`src/rtl/oled_text_terminal.sv`:
```
`timescale 1ns/1ps
// ASCII byte stream to OLED controller command handshakes.
// Tracks a 4x16 cursor and issues display-on, write and update commands.
module oled_text_terminal #(
    parameter bit AUTO_UPDATE       = 1'b1,
    parameter bit POWER_ON_AT_RESET = 1'b1
) (
    input  logic       clk,
    input  logic       rst,
    input  logic       char_valid,
    input  logic [7:0] char_data,
    output logic       char_ready,
    input  logic       flush,
    input  logic       power_on,
    output logic       busy,
    output logic [1:0] cursor_row,
    output logic [3:0] cursor_col,
    output logic       disp_on_start,
    input  logic       disp_on_ready,
    output logic       write_start,
    output logic [7:0] write_ascii_data,
    output logic [8:0] write_base_addr,
    input  logic       write_ready,
    output logic       update_start,
    output logic       update_clear,
    input  logic       update_ready
);

    typedef enum logic [2:0] {
        RST_WAIT, IDLE_OFF, ISSUE, HOLD, WAIT_RDY, IDLE, CLR_NEXT
    } state_t;

    typedef enum logic [1:0] {CMD_ON, CMD_WRITE, CMD_UPD} cmd_t;

    state_t     state, state_n, ret, ret_n;
    cmd_t       cmd, cmd_n;
    logic [1:0] row_n;
    logic [3:0] col_n;
    logic [7:0] data_n;
    logic [8:0] addr_n;
    logic [6:0] cnt, cnt_n;
    logic       flush_pend, pwr_pend;
    logic       flush_clr, pwr_clr;
    logic       rdy;
    logic       printable;

    assign disp_on_start = (state == ISSUE) && (cmd == CMD_ON);
    assign write_start   = (state == ISSUE) && (cmd == CMD_WRITE);
    assign update_start  = (state == ISSUE) && (cmd == CMD_UPD);
    assign update_clear  = 1'b0;
    assign busy          = (state != IDLE);
    assign char_ready    = (state == IDLE) && !flush_pend;
    assign printable     = (char_data >= 8'h20) && (char_data <= 8'h7E);
    // Display-on completion shows up as the controller becoming update-ready.
    assign rdy = (cmd == CMD_WRITE) ? write_ready : update_ready;

    always_ff @(posedge clk or posedge rst) begin
        if (rst) begin
            state            <= RST_WAIT;
            ret              <= IDLE;
            cmd              <= CMD_ON;
            cursor_row       <= '0;
            cursor_col       <= '0;
            write_ascii_data <= '0;
            write_base_addr  <= '0;
            cnt              <= '0;
            flush_pend       <= 1'b0;
            pwr_pend         <= 1'b0;
        end else begin
            state            <= state_n;
            ret              <= ret_n;
            cmd              <= cmd_n;
            cursor_row       <= row_n;
            cursor_col       <= col_n;
            write_ascii_data <= data_n;
            write_base_addr  <= addr_n;
            cnt              <= cnt_n;
            flush_pend       <= flush | (flush_pend & ~flush_clr);
            pwr_pend         <= power_on | (pwr_pend & ~pwr_clr);
        end
    end

    always_comb begin
        state_n   = state;
        ret_n     = ret;
        cmd_n     = cmd;
        row_n     = cursor_row;
        col_n     = cursor_col;
        data_n    = write_ascii_data;
        addr_n    = write_base_addr;
        cnt_n     = cnt;
        flush_clr = 1'b0;
        pwr_clr   = 1'b0;
        unique case (state)
            RST_WAIT: begin
                if (update_ready) begin
                    state_n = IDLE;
                end else if (disp_on_ready) begin
                    if (POWER_ON_AT_RESET) begin
                        cmd_n   = CMD_ON;
                        ret_n   = IDLE;
                        state_n = ISSUE;
                    end else begin
                        state_n = IDLE_OFF;
                    end
                end
            end
            IDLE_OFF: begin
                if (pwr_pend) begin
                    pwr_clr = 1'b1;
                    cmd_n   = CMD_ON;
                    ret_n   = IDLE;
                    state_n = ISSUE;
                end
            end
            ISSUE: state_n = HOLD;
            HOLD:  state_n = WAIT_RDY;
            WAIT_RDY: begin
                if (rdy) state_n = ret;
            end
            IDLE: begin
                if (flush_pend) begin
                    flush_clr = 1'b1;
                    cmd_n     = CMD_UPD;
                    ret_n     = IDLE;
                    state_n   = ISSUE;
                end else if (char_valid) begin
                    unique case (1'b1)
                        printable: begin
                            data_n         = char_data;
                            addr_n         = {cursor_row, cursor_col, 3'b000};
                            {row_n, col_n} = {cursor_row, cursor_col} + 6'd1;
                            cmd_n          = CMD_WRITE;
                            ret_n          = IDLE;
                            state_n        = ISSUE;
                        end
                        (char_data == 8'h0D): col_n = '0;
                        (char_data == 8'h0A): begin
                            col_n = '0;
                            row_n = cursor_row + 2'd1;
                            if (AUTO_UPDATE) begin
                                cmd_n   = CMD_UPD;
                                ret_n   = IDLE;
                                state_n = ISSUE;
                            end
                        end
                        (char_data == 8'h0C): begin
                            row_n   = '0;
                            col_n   = '0;
                            cnt_n   = '0;
                            state_n = CLR_NEXT;
                        end
                        default: ;
                    endcase
                end
            end
            CLR_NEXT: begin
                // cnt[6] set means all 64 cells have been blanked.
                if (cnt[6]) begin
                    if (AUTO_UPDATE) begin
                        cmd_n   = CMD_UPD;
                        ret_n   = IDLE;
                        state_n = ISSUE;
                    end else begin
                        state_n = IDLE;
                    end
                end else begin
                    data_n  = 8'h20;
                    addr_n  = {cnt[5:0], 3'b000};
                    cnt_n   = cnt + 7'd1;
                    cmd_n   = CMD_WRITE;
                    ret_n   = CLR_NEXT;
                    state_n = ISSUE;
                end
            end
            default: state_n = RST_WAIT;
        endcase
    end

endmodule
```
`config.mk`:
```
export PLATFORM = sky130hd
export DESIGN_NAME = oled_text_terminal
export DESIGN_NICKNAME = d
export VERILOG_FILES = /design/src/rtl/oled_text_terminal.sv
export SDC_FILE = /design/constraint.sdc
export NUM_CORES = 1
export LEC_CHECK = 0
export ABC_AREA = 0
export CORE_UTILIZATION = 54
export CTS_CLUSTER_DIAMETER = 150
export CTS_CLUSTER_SIZE = 12
export DETAILED_ROUTE_END_ITERATION = 7
export GPL_ROUTABILITY_DRIVEN = 1
export PLACE_DENSITY = 0.93
export SYNTH_ARGS = -nofsm -noshare
export SYNTH_HDL_FRONTEND = slang
export SYNTH_SLANG_ARGS = --single-unit
export TNS_END_PERCENT = 5
```
`constraint.sdc`:
```
create_clock -name clk -period 4.6 [get_ports clk]
set_clock_uncertainty 0.1 [all_clocks]
set_input_delay 0.46 -clock clk [delete_from_list [all_inputs] [get_ports clk]]
set_output_delay 0.46 -clock clk [all_outputs]
set_load 0.02 [all_outputs]
```
==> metrics.md <==
| Metric | Value |
|---|---|
| Post-synth EDFFs | 0 |
| Antenna cells | 0 |
| Worst VDD drop | 0.229 mV |
| DP Worst Slack | about 1.9 ns |
| Setup_tns | 0 ns |
| Mean Syn Cell Area | approximately 9.3 um^2 |
| Share of cells above drive strength 1 | approximately 8.1% |
| Post-DRT Antenna Nets | 0 |
| Die ar. | ~4000 um^2 |
| Post-synth top flop | dfrtp_1 |
| Final period util | around 60% |
| Power share of the combinational group | around 30% |
| Area of the multi-input gates | about 1000 um^2 |
| Residual DRC | 0 |
| RSZ-0062 raised after global routing | false |
| Hold Startpoint | write_ascii_data[0] |
| Fraction of the yosys area taken by sequential cells | approximately 44% |
| R2R Path Start | state[0] |
| Worst-path maximum fanout | 13 |
| Slew of the pin with the lowest slew margin | 0.984 ns |
| Total grt overflow | 0 |
| Initial Util | between 50% and 60% |
| CTS buffer count | 5 |
| Leak | 1.06 nW |
| Min-Delay Path Class | reg -> reg |
| Final wirelength | between 4000 and 5000 um |
| Worst setup path start | state[2] |
| NumNets Final | approximately 280 |
| Core area | 3470 um^2 |
| Post-synth ARST share | 100% |
| PortBufs | 40 |
| Clock sink total | 36 |
| Startpoint Class | flip-flop |
| Sw frac | between 30% and 40% |
| Sequential cell area | about 900 um^2 |
| Met2 wire length | roughly 2200 um |
| Yosys warning count | 0 |
| Flop pwr share | 43.4% |
| Power per standard cell area | 359 nW/um^2 |
| Resized cells post-CTS | 0 |
| Cell area after synthesis | between 2000 and 2500 um^2 |
| Chip width | around 63 um |
| Slew Limit Fails | 0 |
| P_int | about 0.0006 W |
| CTS tree | built |
| Row count | 21 |
| Outcome | finished clean |
| Max-cap violation count | 0 |
| Initial antenna violation count | 0 |
| Vias in the first global route | around 1.6k |
| Max-slew headroom | roughly 34% |
| Hold_buf cts | 0 |
| #FFs+latches synth | 36 |
| Hold Fails Final Rpt | 0 |
| First-pass GRT wire length | around 7600 um |
| Post-CTS setup buffers | 0 |
| Via count | approximately 1.7k |
| H-tree depth | 2 |
| Post-DP HPWL | between 3000 and 4000 um |
| Top sig layer | met4 |
| IO Count | 45 |
| Maximum clock frequency | approximately 370 MHz |
| Worst endpoint data arrival time | ~2.1 ns |
| GRT Util Overall | between 20% and 30% |
| Worst Path Required | ~4 ns |
| Fin worst setup slack | 1.91 ns |
| Mapped Cells | 218 |
| Die H | around 63 um |
| DR WL met3 | 226 um |
| Clk_lat worst skew | 0.29 ns |
| Largest net degree at the start of global routing | 37 |
| Final min period | approximately 2.7 ns |
| Routed length per instance | about 15 um |
| Longest Clk Path Bufs | 2 |
| First-iteration detailed-routing DRC count | 163 |
| Root cell of the clock tree | clkbuf_8 |
| Area delta synth->final | 25.5% |
| Clock share of power | 26.3% |
| First-pass iteration count of the detailed router | 4 |
| Final setup viols | 0 |
| Crit end category | output port |
| CP Class | reg -> out |
| Net Sw Power | 0.000305 W |
| Number of library cell types mapped by synthesis | between 50 and 60 |
| Routability cong. | about 0.82 |
| Clock Pin Slew Worst Setup and Hold Paths | approximately 0.07 ns |
| Met1 Wirelength | 2000 um |
| Layout fillers | 262 |
| Via density per instance | approximately 5.7 |
[cell families after synthesis]
family / count (synthesis) / share of synthesized area (%)
other cells: 1 / 0.185
fa+ha+maj: 2 / 1.23
flops: 36 / 44.5
simple gates: 92 / 23.4
mux: 8 / 4.01
compound gates: 55 / 19.7
xor+xnor: 6 / 2.59
buf+inv: 18 / 4.38
[power groups by stage]
| stage | sequential (W) | clock, W | combinational (W) |
|---|---|---|---|
| detailed placement | 0.000399 | 0 | 0.000274 |
| finish | 0.000397 | 0.000240 | 0.000277 |
| global route | 0.000403 | 0.000257 | 0.000306 |
| CTS | 0.000395 | 0.000243 | 0.000277 |
| global placement | 0.000398 | 0 | 0.000267 |
| floorplan | 0.000377 | 0 | 0.000214 |
[path summary, 6_finish.rpt]
check	end	slack [ns]	cells past startpoint
max	char_ready	1.91	4
min	write_ascii_data[0]	0.39	2
max reg2reg	write_base_addr[8]	2.29	6
min reg2reg	write_ascii_data[0]	0.39	2
max in group asynchronous	ret[0]	3.59	3
min in group asynchronous	state[0]	0.47	3
[layer usage]
layer	vias to the layer above	track usage, %
li1	844	-
met1	843	31.9
met2	47	41.1
met3	6	6.52
met4	0	7.39
met5	-	0
[through the flow]
stage | utilization, % | cells | instance area, um^2 | total power (W) | hold WS (ns)
floorplan | - | 221 | 2040 | 0.000592 | 0.342
CTS | 73.4 | 305 | 2550 | 0.000916 | 0.388
global placement | 70.6 | 298 | 2450 | 0.000665 | 0.363
global route | 73.4 | 305 | 2550 | 0.000966 | 0.410
finish | 73.4 | 305 | 2550 | 0.000914 | 0.386
detailed placement | 70.6 | 298 | 2450 | 0.000673 | 0.375
[cells in the final DEF, fill, tap and decap left out, types with 2 or more instances in the layout]
master / netlist / final
o21bai_1: 2 / 2
nor3_1: 4 / 4
conb_1: 1 / 4
nand2b_1: 3 / 3
nand2_1: 33 / 33
and2_1: 5 / 5
nor2_1: 22 / 22
nor2b_1: 2 / 2
nand3_1: 6 / 6
buf_4: 4 / 2
clkdlybuf4s50_1: 0 / 40
xnor2_1: 3 / 3
a21oi_2: 2 / 2
nand3b_1: 3 / 3
a32o_1: 2 / 2
o21ai_0: 6 / 6
nor4bb_1: 2 / 2
o21a_1: 2 / 2
dfrtp_1: 35 / 35
inv_1: 6 / 6
a211oi_1: 3 / 3
mux2i_1: 7 / 7
o21ai_1: 17 / 17
a311oi_1: 2 / 2
ha_1: 2 / 2
clkbuf_8: 0 / 7
nor3b_1: 3 / 3
xor2_1: 3 / 3
a21o_1: 2 / 2
a31oi_1: 3 / 3
a21oi_1: 4 / 4
[registers in the layout (all words and copies together) (netlist names)]
signal	count
flush_pend	1
cursor_row	2
cursor_col	4
state	3
ret	2
write_ascii_data	8
pwr_pend	1
cnt	7
write_base_addr	6
cmd	2
[cell usage after synthesis (2+ instances only)]
cell type	number	area (um^2)
a211oi_1	3	22.5
o21ai_1	17	85.1
a21o_1	2	15.0
a32o_1	2	20.0
buf_2	5	25.0
clkbuf_1	2	7.51
a31oi_1	3	18.8
a21oi_2	2	17.5
o21ai_0	6	30.0
nand2_1	33	124
ha_1	2	25.0
nand2b_1	3	18.8
a311oi_1	2	17.5
dfrtp_1	35	876
nor2b_1	2	12.5
and2_1	5	31.3
xor2_1	3	26.3
nor3_1	4	20.0
xnor2_1	3	26.3
buf_4	4	30.0
inv_1	6	22.5
o21a_1	2	15.0
nand3_1	6	30.0
nor2_1	22	82.6
nor4bb_1	2	20.0
nand3b_1	3	22.5
o21bai_1	2	15.0
a21oi_1	4	20.0
nor3b_1	3	22.5
mux2i_1	7	70.1
[worst max-delay path, stage by stage, from the launching register on]
cell and delay (ns):
dfrtp_1 0.57, and3b_1 0.33, inv_2 0.10, nor2_1 0.19, clkdlybuf4s50_1 0.64
[area by class of cell]
class / instances / share of cell area, %
clock buffer: 7 / 3.78
sequential: 36 / 35.4
tap: 46 / 2.26
multi-input combinational: 167 / 41.2
inverter: 7 / 1.03
timing repair buffer: 42 / 16.3
Power figures use the tool's default switching activity.
